[config.mk]
export PLATFORM = sky130hd
export DESIGN_NAME = uart_receiver
export DESIGN_NICKNAME = d
export VERILOG_FILES = /design/src/rtl/uart_receiver.sv
export SDC_FILE = /design/constraint.sdc
export NUM_CORES = 1
export LEC_CHECK = 0
export BUFFER_PORTS_ARGS = -buffer_cell sky130_fd_sc_hd__buf_2
export CAP_MARGIN = 15
export CORE_ASPECT_RATIO = 0.9
export CORE_MARGIN = 3
export CORE_UTILIZATION = 50
export CTS_BUF_LIST = sky130_fd_sc_hd__clkbuf_8
export DETAILED_ROUTE_END_ITERATION = 8
export HOLD_SLACK_MARGIN = 0.05
export PLACE_DENSITY = 0.8
export SLEW_MARGIN = 0
export SYNTH_ARGS = -nofsm -noshare
export SYNTH_HDL_FRONTEND = slang
export SYNTH_SLANG_ARGS = --single-unit
[constraint.sdc]
create_clock -name clk_i -period 2.91 [get_ports clk_i]
set_input_delay 0.4365 -clock clk_i [delete_from_list [all_inputs] [get_ports clk_i]]
set_output_delay 0.4365 -clock clk_i [all_outputs]
set_load 0.005 [all_outputs]
[src/rtl/uart_receiver.sv]
`default_nettype none
`timescale 1ns/1ps
// +----------------------------------------------------------------------------+
// | Module  : uart_receiver                                                    |
// | Brief   : 16x-oversampled UART receiver with valid/ack byte handoff.       |
// | Revision: 1.0 - initial release                                            |
// +----------------------------------------------------------------------------+
module uart_receiver #(
  parameter int SYNC_STAGES = 2
) (
  input  logic       clk_i,
  input  logic       rst_n_i,
  input  logic       ov_baud_rt_i,
  input  logic       rx_i,
  input  logic [1:0] data_bits_i,
  input  logic       parity_en_i,
  input  logic       parity_odd_i,
  input  logic       stop2_i,
  input  logic       rx_ack_i,
  output logic [7:0] rx_data_o,
  output logic       rx_valid_o,
  output logic       parity_err_o,
  output logic       frame_err_o,
  output logic       overrun_err_o,
  output logic       busy_o
);

  typedef enum logic [2:0] {
    S_IDLE   = 3'd0,
    S_START  = 3'd1,
    S_DATA   = 3'd2,
    S_PARITY = 3'd3,
    S_STOP   = 3'd4
  } state_t;

  state_t r_state;
  state_t w_next;

  logic [SYNC_STAGES-1:0] r_sync;
  logic [3:0]             r_tcnt;
  logic [2:0]             r_bcnt;
  logic [7:0]             r_shift;
  logic [1:0]             r_nbits;
  logic                   r_pen;
  logic                   r_podd;
  logic                   r_stop2;
  logic                   r_stop_second;
  logic                   r_perr;
  logic                   r_ferr;
  logic                   r_done;

  logic w_rx_s;
  logic w_mid_start;
  logic w_mid_bit;
  logic w_last_bit;
  logic w_final_stop;

  // Line idles high, so the synchroniser resets to 1 to avoid a false start.
  always_ff @(posedge clk_i or negedge rst_n_i) begin
    if (!rst_n_i) r_sync <= '1;
    else          r_sync <= {r_sync[SYNC_STAGES-2:0], rx_i};
  end

  assign w_rx_s       = r_sync[SYNC_STAGES-1];
  assign w_mid_start  = ov_baud_rt_i && (r_tcnt == 4'd7);
  assign w_mid_bit    = ov_baud_rt_i && (r_tcnt == 4'd15);
  assign w_last_bit   = (r_bcnt == ({1'b0, r_nbits} + 3'd4));
  assign w_final_stop = (r_state == S_STOP) && w_mid_bit && (!r_stop2 || r_stop_second);
  assign busy_o       = (r_state != S_IDLE);

  always_ff @(posedge clk_i or negedge rst_n_i) begin
    if (!rst_n_i) r_state <= S_IDLE;
    else          r_state <= w_next;
  end

  always_comb begin
    w_next = r_state;
    case (r_state)
      S_IDLE:   if (ov_baud_rt_i && !w_rx_s) w_next = S_START;
      S_START:  if (w_mid_start) w_next = w_rx_s ? S_IDLE : S_DATA;
      S_DATA:   if (w_mid_bit && w_last_bit) w_next = r_pen ? S_PARITY : S_STOP;
      S_PARITY: if (w_mid_bit) w_next = S_STOP;
      S_STOP:   if (w_final_stop) w_next = S_IDLE;
      default:  w_next = S_IDLE;
    endcase
  end

  always_ff @(posedge clk_i or negedge rst_n_i) begin
    if (!rst_n_i) begin
      r_tcnt        <= 4'd0;
      r_bcnt        <= 3'd0;
      r_shift       <= 8'd0;
      r_nbits       <= 2'd0;
      r_pen         <= 1'b0;
      r_podd        <= 1'b0;
      r_stop2       <= 1'b0;
      r_stop_second <= 1'b0;
      r_perr        <= 1'b0;
      r_ferr        <= 1'b0;
      r_done        <= 1'b0;
    end else begin
      r_done <= w_final_stop;
      case (r_state)
        S_IDLE: begin
          if (ov_baud_rt_i && !w_rx_s) r_tcnt <= 4'd0;
        end
        S_START: begin
          if (w_mid_start) begin
            r_tcnt <= 4'd0;
            if (!w_rx_s) begin
              r_bcnt        <= 3'd0;
              r_shift       <= 8'd0;
              r_nbits       <= data_bits_i;
              r_pen         <= parity_en_i;
              r_podd        <= parity_odd_i;
              r_stop2       <= stop2_i;
              r_stop_second <= 1'b0;
              r_perr        <= 1'b0;
              r_ferr        <= 1'b0;
            end
          end else if (ov_baud_rt_i) begin
            r_tcnt <= r_tcnt + 4'd1;
          end
        end
        S_DATA: begin
          if (ov_baud_rt_i) r_tcnt <= r_tcnt + 4'd1;
          if (w_mid_bit) begin
            r_shift[r_bcnt] <= w_rx_s;
            if (!w_last_bit) r_bcnt <= r_bcnt + 3'd1;
          end
        end
        S_PARITY: begin
          if (ov_baud_rt_i) r_tcnt <= r_tcnt + 4'd1;
          // Unused upper shift bits are zero, so they do not disturb the XOR.
          if (w_mid_bit) r_perr <= (w_rx_s != (^r_shift ^ r_podd));
        end
        S_STOP: begin
          if (ov_baud_rt_i) r_tcnt <= r_tcnt + 4'd1;
          if (w_mid_bit) begin
            if (!w_rx_s) r_ferr <= 1'b1;
            r_stop_second <= 1'b1;
          end
        end
        default: r_tcnt <= 4'd0;
      endcase
    end
  end

  // A completing frame takes priority over an acknowledge in the same cycle.
  always_ff @(posedge clk_i or negedge rst_n_i) begin
    if (!rst_n_i) begin
      rx_data_o     <= 8'd0;
      rx_valid_o    <= 1'b0;
      parity_err_o  <= 1'b0;
      frame_err_o   <= 1'b0;
      overrun_err_o <= 1'b0;
    end else if (r_done) begin
      rx_data_o     <= r_shift;
      rx_valid_o    <= 1'b1;
      parity_err_o  <= r_perr;
      frame_err_o   <= r_ferr;
      overrun_err_o <= rx_valid_o && !rx_ack_i;
    end else if (rx_ack_i && rx_valid_o) begin
      rx_valid_o    <= 1'b0;
      parity_err_o  <= 1'b0;
      frame_err_o   <= 1'b0;
      overrun_err_o <= 1'b0;
    end
  end

endmodule
`default_nettype wire

==> results of run 1 <==
## area by class of cell
| cell class | instances | share of cell area (%) |
|---|---|---|
| sequential | 41 | 43.4 |
| multi-input combinational | 135 | 43.3 |
| timing repair buffer | 23 | 4.97 |
| clock buffer | 6 | 3.49 |
| tap | 46 | 2.43 |
| clock inverter | 2 | 1.43 |
| inverter | 6 | 0.951 |
## worst register-to-register path, delay by kind of cell (launching register included)
kind / cells / cell delay, ns
AND/OR/NAND/NOR: 2 / 0.82
flip-flops: 1 / 0.48
buffers and inverters: 1 / 0.24
multiplexers: 1 / 0.31
## registers in the layout (all words and copies together) (netlist names), 2 cells and up
name,flops
r_shift,8
rx_data_o,8
r_tcnt,4
r_bcnt,3
r_state,3
r_nbits,2
r_sync,2
## cell families (layout without fill, tap and decap cells)
family                   after synthesis  in the layout  synth area share [%]
AO/OA/AOI/OAI                         49             49                  15.3
AND/OR/NAND/NOR                       55             55                  16.4
adder cells (fa/ha/maj)                2              2                  1.16
buffers and inverters                 18             37                  4.59
XOR/XNOR                              14             14                  6.33
flip-flops                            41             41                  47.8
multiplexers                          15             15                  8.37
## layer usage
layer  track usage (%)  vias to the layer above  wire length [um]
met4              7.42                        0                72
met5                 0                        -                 0
met2              26.3                       47              1690
li1                  -                      753                 -
met3              4.85                        8               226
met1              22.0                      704              1870
## report_power, final
group,total (mW),switching (mW),internal (mW)
Sequential,0.744,0.0909,0.653
Combinational,0.364,0.175,0.189
Clock,0.463,0.187,0.276
Total,1.57,0.453,1.12
## cell usage in the layout (no fill, tap or decap), types with 2 or more instances in the layout
cell type,netlist,routed
o22ai_1,2,2
buf_2,4,22
o21ai_0,11,11
o2bb2ai_1,3,3
nor3_1,4,4
inv_1,6,7
a41oi_1,2,2
a31oi_1,2,2
a22o_1,3,3
clkbuf_8,0,6
nand2_1,10,10
nand3b_1,2,2
nand2b_1,2,2
nor2b_1,5,5
dfrtp_1,39,39
mux2_4,4,4
nor2_1,9,9
a21oi_1,10,10
o21ai_1,2,2
mux2i_1,3,3
ha_1,2,2
dfstp_2,2,2
xnor2_1,10,10
mux2_2,8,8
and4_1,2,2
o41ai_1,4,4
nand4_1,3,3
nand3_1,4,4
xor2_1,3,3
## path summary, 6_finish.rpt
| path | from | end | slack (ns) | cells past startpoint |
|---|---|---|---|---|
| hold / removal | rx_i | r_sync[0]$_DFF_PN1_ | 0.24 | 1 |
| setup reg to reg | r_state[1]$_DFFE_PN0P_ | r_stop2$_DFFE_PN0P_ | 0.95 | 4 |
| setup / recovery | r_state[1]$_DFFE_PN0P_ | r_stop2$_DFFE_PN0P_ | 0.95 | 4 |
| max in group asynchronous | rst_n_i | parity_err_o$_DFFE_PN0P_ | 2.12 | 1 |
| hold reg to reg | r_sync[0]$_DFF_PN1_ | r_sync[1]$_DFF_PN1_ | 0.36 | 0 |
| min in group asynchronous | rst_n_i | overrun_err_o$_DFFE_PN0P_ | 0.25 | 1 |
==> flow_metrics.py, run 1 <==
metrics = {
    "grt": {
        "grt.total_usage_pct": 16.9,
        "grt_pass1_wl_mm": 6.35,
        "antenna_found_initial": 0,
        "overflow": 0,
        "grt_pass1_vias": 1391,
        "grt_max_degree": 42,
    },
    "timing": {
        "final.setup.worst_slack_ns": 0.952,
        "slew_viol_final": 0,
        "tightest_slew_ns": 0.856,
        "rsz0062_at_grt": "false",
        "finalWorstPathRequiredPeriod_ns": 1.96,
        "hold_violations": 0,
        "fin_skew_ns": 0.00735,
        "setup_violations": 0,
        "hold_ws_ns": 0.242,
        "slew_headroom_pct": 42.9,
        "finalCritPeriodShare_pct": 67.3,
        "fin_setup_tns_ns": 0,
        "timing.fmax_mhz": 511,
    },
    "route": {
        "vias_per_cell": 5.84,
        "drt_wl_total_mm": 3.87,
        "drcViolationCount": 0,
        "drtIter0Drc": 131,
        "first_pass_iters": 4,
        "routed-via-count": 1512,
        "drtAntennaViolNets": 0,
        "wire_per_inst_um": 14.9,
    },
    "placed_design": {
        "dpl.cell_count": 251,
        "port-buffer-count": 22,
        "globalplace.congestion": 0.846,
        "placed_area_sq_mm": 0.00225,
        "hpwl_mm": 2.87,
        "place_ws_ns": 0.977,
    },
    "power": {
        "power_mw": 1.57,
        "leakage_nw": 1.08,
        "powerDensity_mw_per_mm2": 663,
        "peakVddDrop_mv": 0.342,
    },
    "clocking": {
        "cts_buffers": 5,
        "hold_buffers": 0,
        "cts_resized": 0,
        "cts_setup_buffers": 0,
        "cts_tree": "built",
        "path_clk_slew_ns": 0.07,
        "clk_path_buf_depth": 2,
        "cts.sink_count": 41,
        "cts-root-buf": "clkbuf_8",
        "htreeDepth": 2,
        "clock_latency_ns": 0.29,
    },
    "critical_path": {
        "cp_num_buf_inv": 1,
        "cp.arrival_ns": 2.14,
        "timing_worst_setup_path_type": "reg2reg",
        "path_delay_family": "simple AND/OR/NAND/NOR gates",
        "cp-end-kind": "flop",
        "required_ns": 3.09,
        "slowest_delay_ns": 0.58,
        "slowest_stage": "or4b_4",
        "worstSetupStartpointType": "flop",
        "worstPathCellList": "or4b_4 > nor3_2 > buf_4 > mux2_4",
        "critical_path_peak_fanout": 11,
    },
    "layout": {
        "layout.nets": 224,
        "layout-drive-gt1-share_pct": 25.8,
        "final_util_pct": 60.5,
        "multi_input_area_sq_mm": 0.00103,
        "instances_no_fill": 259,
        "areaGrowthSynthToFinish_pct": 9.99,
        "num-fill-cells": 322,
        "diodes": 0,
        "design_area_sq_mm": 0.00237,
        "seq_area_sq_mm": 0.00103,
    },
    "worst_hold_path": {
        "hp-class": "in2reg",
    },
    "synthesis": {
        "netlist_instances": 194,
        "netlist_area_sq_mm": 0.00215,
        "synth_common_cells": "dfrtp_1 (39), o21ai_0 (11), a21oi_1 (10), nand2_1 (10), xnor2_1 (10)",
        "synth-seq-area-share_pct": 47.8,
        "synth_edf_count": 0,
        "synth_top_area_cell": "dfrtp_1",
        "synth-main-ff-cell": "dfrtp_1",
        "synth_nets": 206,
        "yosys.area.top_type_share_pct": 45.3,
        "synth.most_common_cell": "dfrtp_1",
        "avgSynthCellArea_sq_um": 11.1,
        "yosysWarnings": 0,
        "ys_types": 56,
        "ys_top_cells_by_area": "dfrtp_1 (45%), mux2_2 (4.2%), xnor2_1 (4.1%)",
        "ys_ff_latch": 41,
        "synthArstFlopShare_pct": 100,
    },
    "floorplan": {
        "core_region_area_sq_mm": 0.00392,
        "die_area_sq_mm": 0.00513,
        "fp.dieH_um": 68.3,
        "num_rows": 21,
        "io_pins": 23,
        "die_x_um": 75.2,
        "initial_utilization_pct": 55.0,
    },
    "job": {
        "maxCapViolations": 0,
    },
    "status": {
        "outcome": "completed",
    },
}
(Power assumes the default switching activity.)
==> run 2: changes to the inputs <==
clock period = 1.81 ns   (was 2.91 ns; I/O delays follow)
==> run 2 against run 1 <==
Final cell count rose by 5.8%. Setup slack got worse by 0.91 ns. First-iteration DRC count fell by 4.6%. Sequential power rose by 57%. Power rose by 67%. Sequential share of layout area fell by 2.6 points. Fmax rose by 11%. Wire length rose by 12%. Via count rose by 4.6%. Clock skew fell by 0.0017 ns. Largest power group unchanged. Highest routed layer unchanged.
==> flow_metrics.py, run 2 (synthesis gave the netlist of run 1 again) <==
metrics = {
    "critical_path": {
        "r2r_start": "r_state[1]$_DFFE_PN0P_",
        "worstSetupStartpointType": "flop",
        "critical_path_peak_fanout": 9,
        "required_ns": 1.99,
        "r2r_end": "r_nbits[0]$_DFFE_PN0P_",
        "cp_num_buf_inv": 1,
        "slowest_delay_ns": 0.56,
        "cp.arrival_ns": 1.95,
        "slowest_stage": "or4b_4",
        "rrSetupSlack_ns": 0.04,
        "timing_worst_setup_path_type": "reg2reg",
        "startpoint": "r_state[1]$_DFFE_PN0P_",
        "reg2reg_depth": 4,
        "path_depth": 4,
        "crit_end": "r_nbits[0]$_DFFE_PN0P_",
        "path_delay_family": "simple AND/OR/NAND/NOR gates",
        "worstPathCellList": "or4b_4 > nor3_4 > buf_6 > mux2_4",
        "cp-end-kind": "flop",
    },
    "route": {
        "wire_per_inst_um": 15.8,
        "routed-via-count": 1582,
        "drtAntennaViolNets": 0,
        "drcViolationCount": 0,
        "first_pass_iters": 4,
        "drtIter0Drc": 125,
        "vias_per_cell": 5.77,
        "drt_wl_total_mm": 4.32,
    },
    "clocking": {
        "cts_tree": "built",
        "htreeDepth": 2,
        "cts_buffers": 5,
        "clock_latency_ns": 0.29,
        "path_clk_slew_ns": 0.08,
        "cts_setup_buffers": 0,
        "cts.sink_count": 41,
        "clk_path_buf_depth": 2,
        "cts-root-buf": "clkbuf_8",
    },
    "timing": {
        "hold_violations": 0,
        "slew_viol_final": 0,
        "finalCritPeriodShare_pct": 97.9,
        "hold_ws_ns": 0.0761,
        "final.setup.worst_slack_ns": 0.0385,
        "finalWorstPathRequiredPeriod_ns": 1.77,
        "tightest_slew_ns": 0.496,
        "setup_violations": 0,
        "fin_setup_tns_ns": 0,
        "timing.fmax_mhz": 565,
        "slew_headroom_pct": 67.0,
        "rsz0062_at_grt": "true",
        "fin_skew_ns": 0.00565,
    },
    "layout": {
        "num-fill-cells": 297,
        "areaGrowthSynthToFinish_pct": 17.3,
        "top_regs": "r_shift (8), rx_data_o (8), r_tcnt (4)",
        "diodes": 0,
        "instances_no_fill": 274,
        "final_util_pct": 64.5,
        "seq_area_sq_mm": 0.00103,
        "layout.nets": 239,
        "final_common_cell": "dfrtp_1",
        "design_area_sq_mm": 0.00252,
        "final_cell_mix": "dfrtp_1 (38), buf_2 (22), buf_4 (13)",
        "multi_input_area_sq_mm": 0.00105,
        "layout-drive-gt1-share_pct": 32.9,
    },
    "grt": {
        "grt_pass1_vias": 1496,
        "overflow": 0,
        "grt_pass1_wl_mm": 7.23,
        "grt.total_usage_pct": 18.8,
        "antenna_found_initial": 0,
        "grt_max_degree": 23,
    },
    "power": {
        "powerDensity_mw_per_mm2": 1040,
        "peakVddDrop_mv": 0.714,
        "power_mw": 2.62,
        "leakage_nw": 1.15,
    },
    "floorplan": {
        "die_area_sq_mm": 0.00513,
        "initial_utilization_pct": 55.0,
        "num_rows": 21,
        "core_region_area_sq_mm": 0.00392,
        "io_pins": 23,
        "die_x_um": 75.2,
        "fp.dieH_um": 68.3,
    },
    "placed_design": {
        "port-buffer-count": 22,
        "place_ws_ns": 0.0392,
        "dpl.cell_count": 265,
        "hpwl_mm": 3.11,
        "placed_area_sq_mm": 0.00237,
        "globalplace.congestion": 0.888,
    },
    "status": {
        "outcome": "completed",
    },
    "worst_hold_path": {
        "hp-class": "in2reg",
    },
    "job": {
        "maxCapViolations": 0,
    },
}
## run 2: how the worst min path moves through the flow
| stage | slack (ns) | startpoint | endpoint | cells past startpoint |
|---|---|---|---|---|
| final | 0.08 | rx_i | r_sync[0]$_DFF_PN1_ | 1 |
| after global routing | 0.06 | rx_i | r_sync[0]$_DFF_PN1_ | 1 |
| after CTS | 0.07 | rx_i | r_sync[0]$_DFF_PN1_ | 1 |
| after detailed placement | 0.26 | rst_n_i | frame_err_o$_DFFE_PN0P_ | 1 |
| after global placement | 0.27 | rst_n_i | overrun_err_o$_DFFE_PN0P_ | 1 |
| after floorplan | -0.02 | rst_n_i | frame_err_o$_DFFE_PN0P_ | 0 |
## run 2: power by group
part           internal (mW)  switching (mW)
combinational          0.365           0.357
sequential              1.05           0.118
clock                  0.412           0.317
total                   1.83           0.792
## run 2: cell type report
cell class	instances	area share (%)
clock buffers	5	2.73
clock inverters	3	1.83
inverters	6	0.892
multi-input cells	135	41.6
flip-flops and latches	41	40.8
well taps	46	2.28
repair buffers	38	9.86
## run 2: routing by layer
| layer | wire [um] | GRT usage, % | vias to the layer above |
|---|---|---|---|
| li1 | - | - | 776 |
| met1 | 1980 | 27.0 | 752 |
| met2 | 2040 | 28.4 | 49 |
| met4 | 38 | 5.46 | 0 |
| met3 | 258 | 4.41 | 5 |
| met5 | 0 | 0 | - |
## run 2: timing repair
action                                  4_1_cts  5_1_grt
gates resized for setup                       0        7
hold buffers                                  1        0
endpoints found under the hold margin        21        0
endpoints found under the setup margin        0       12
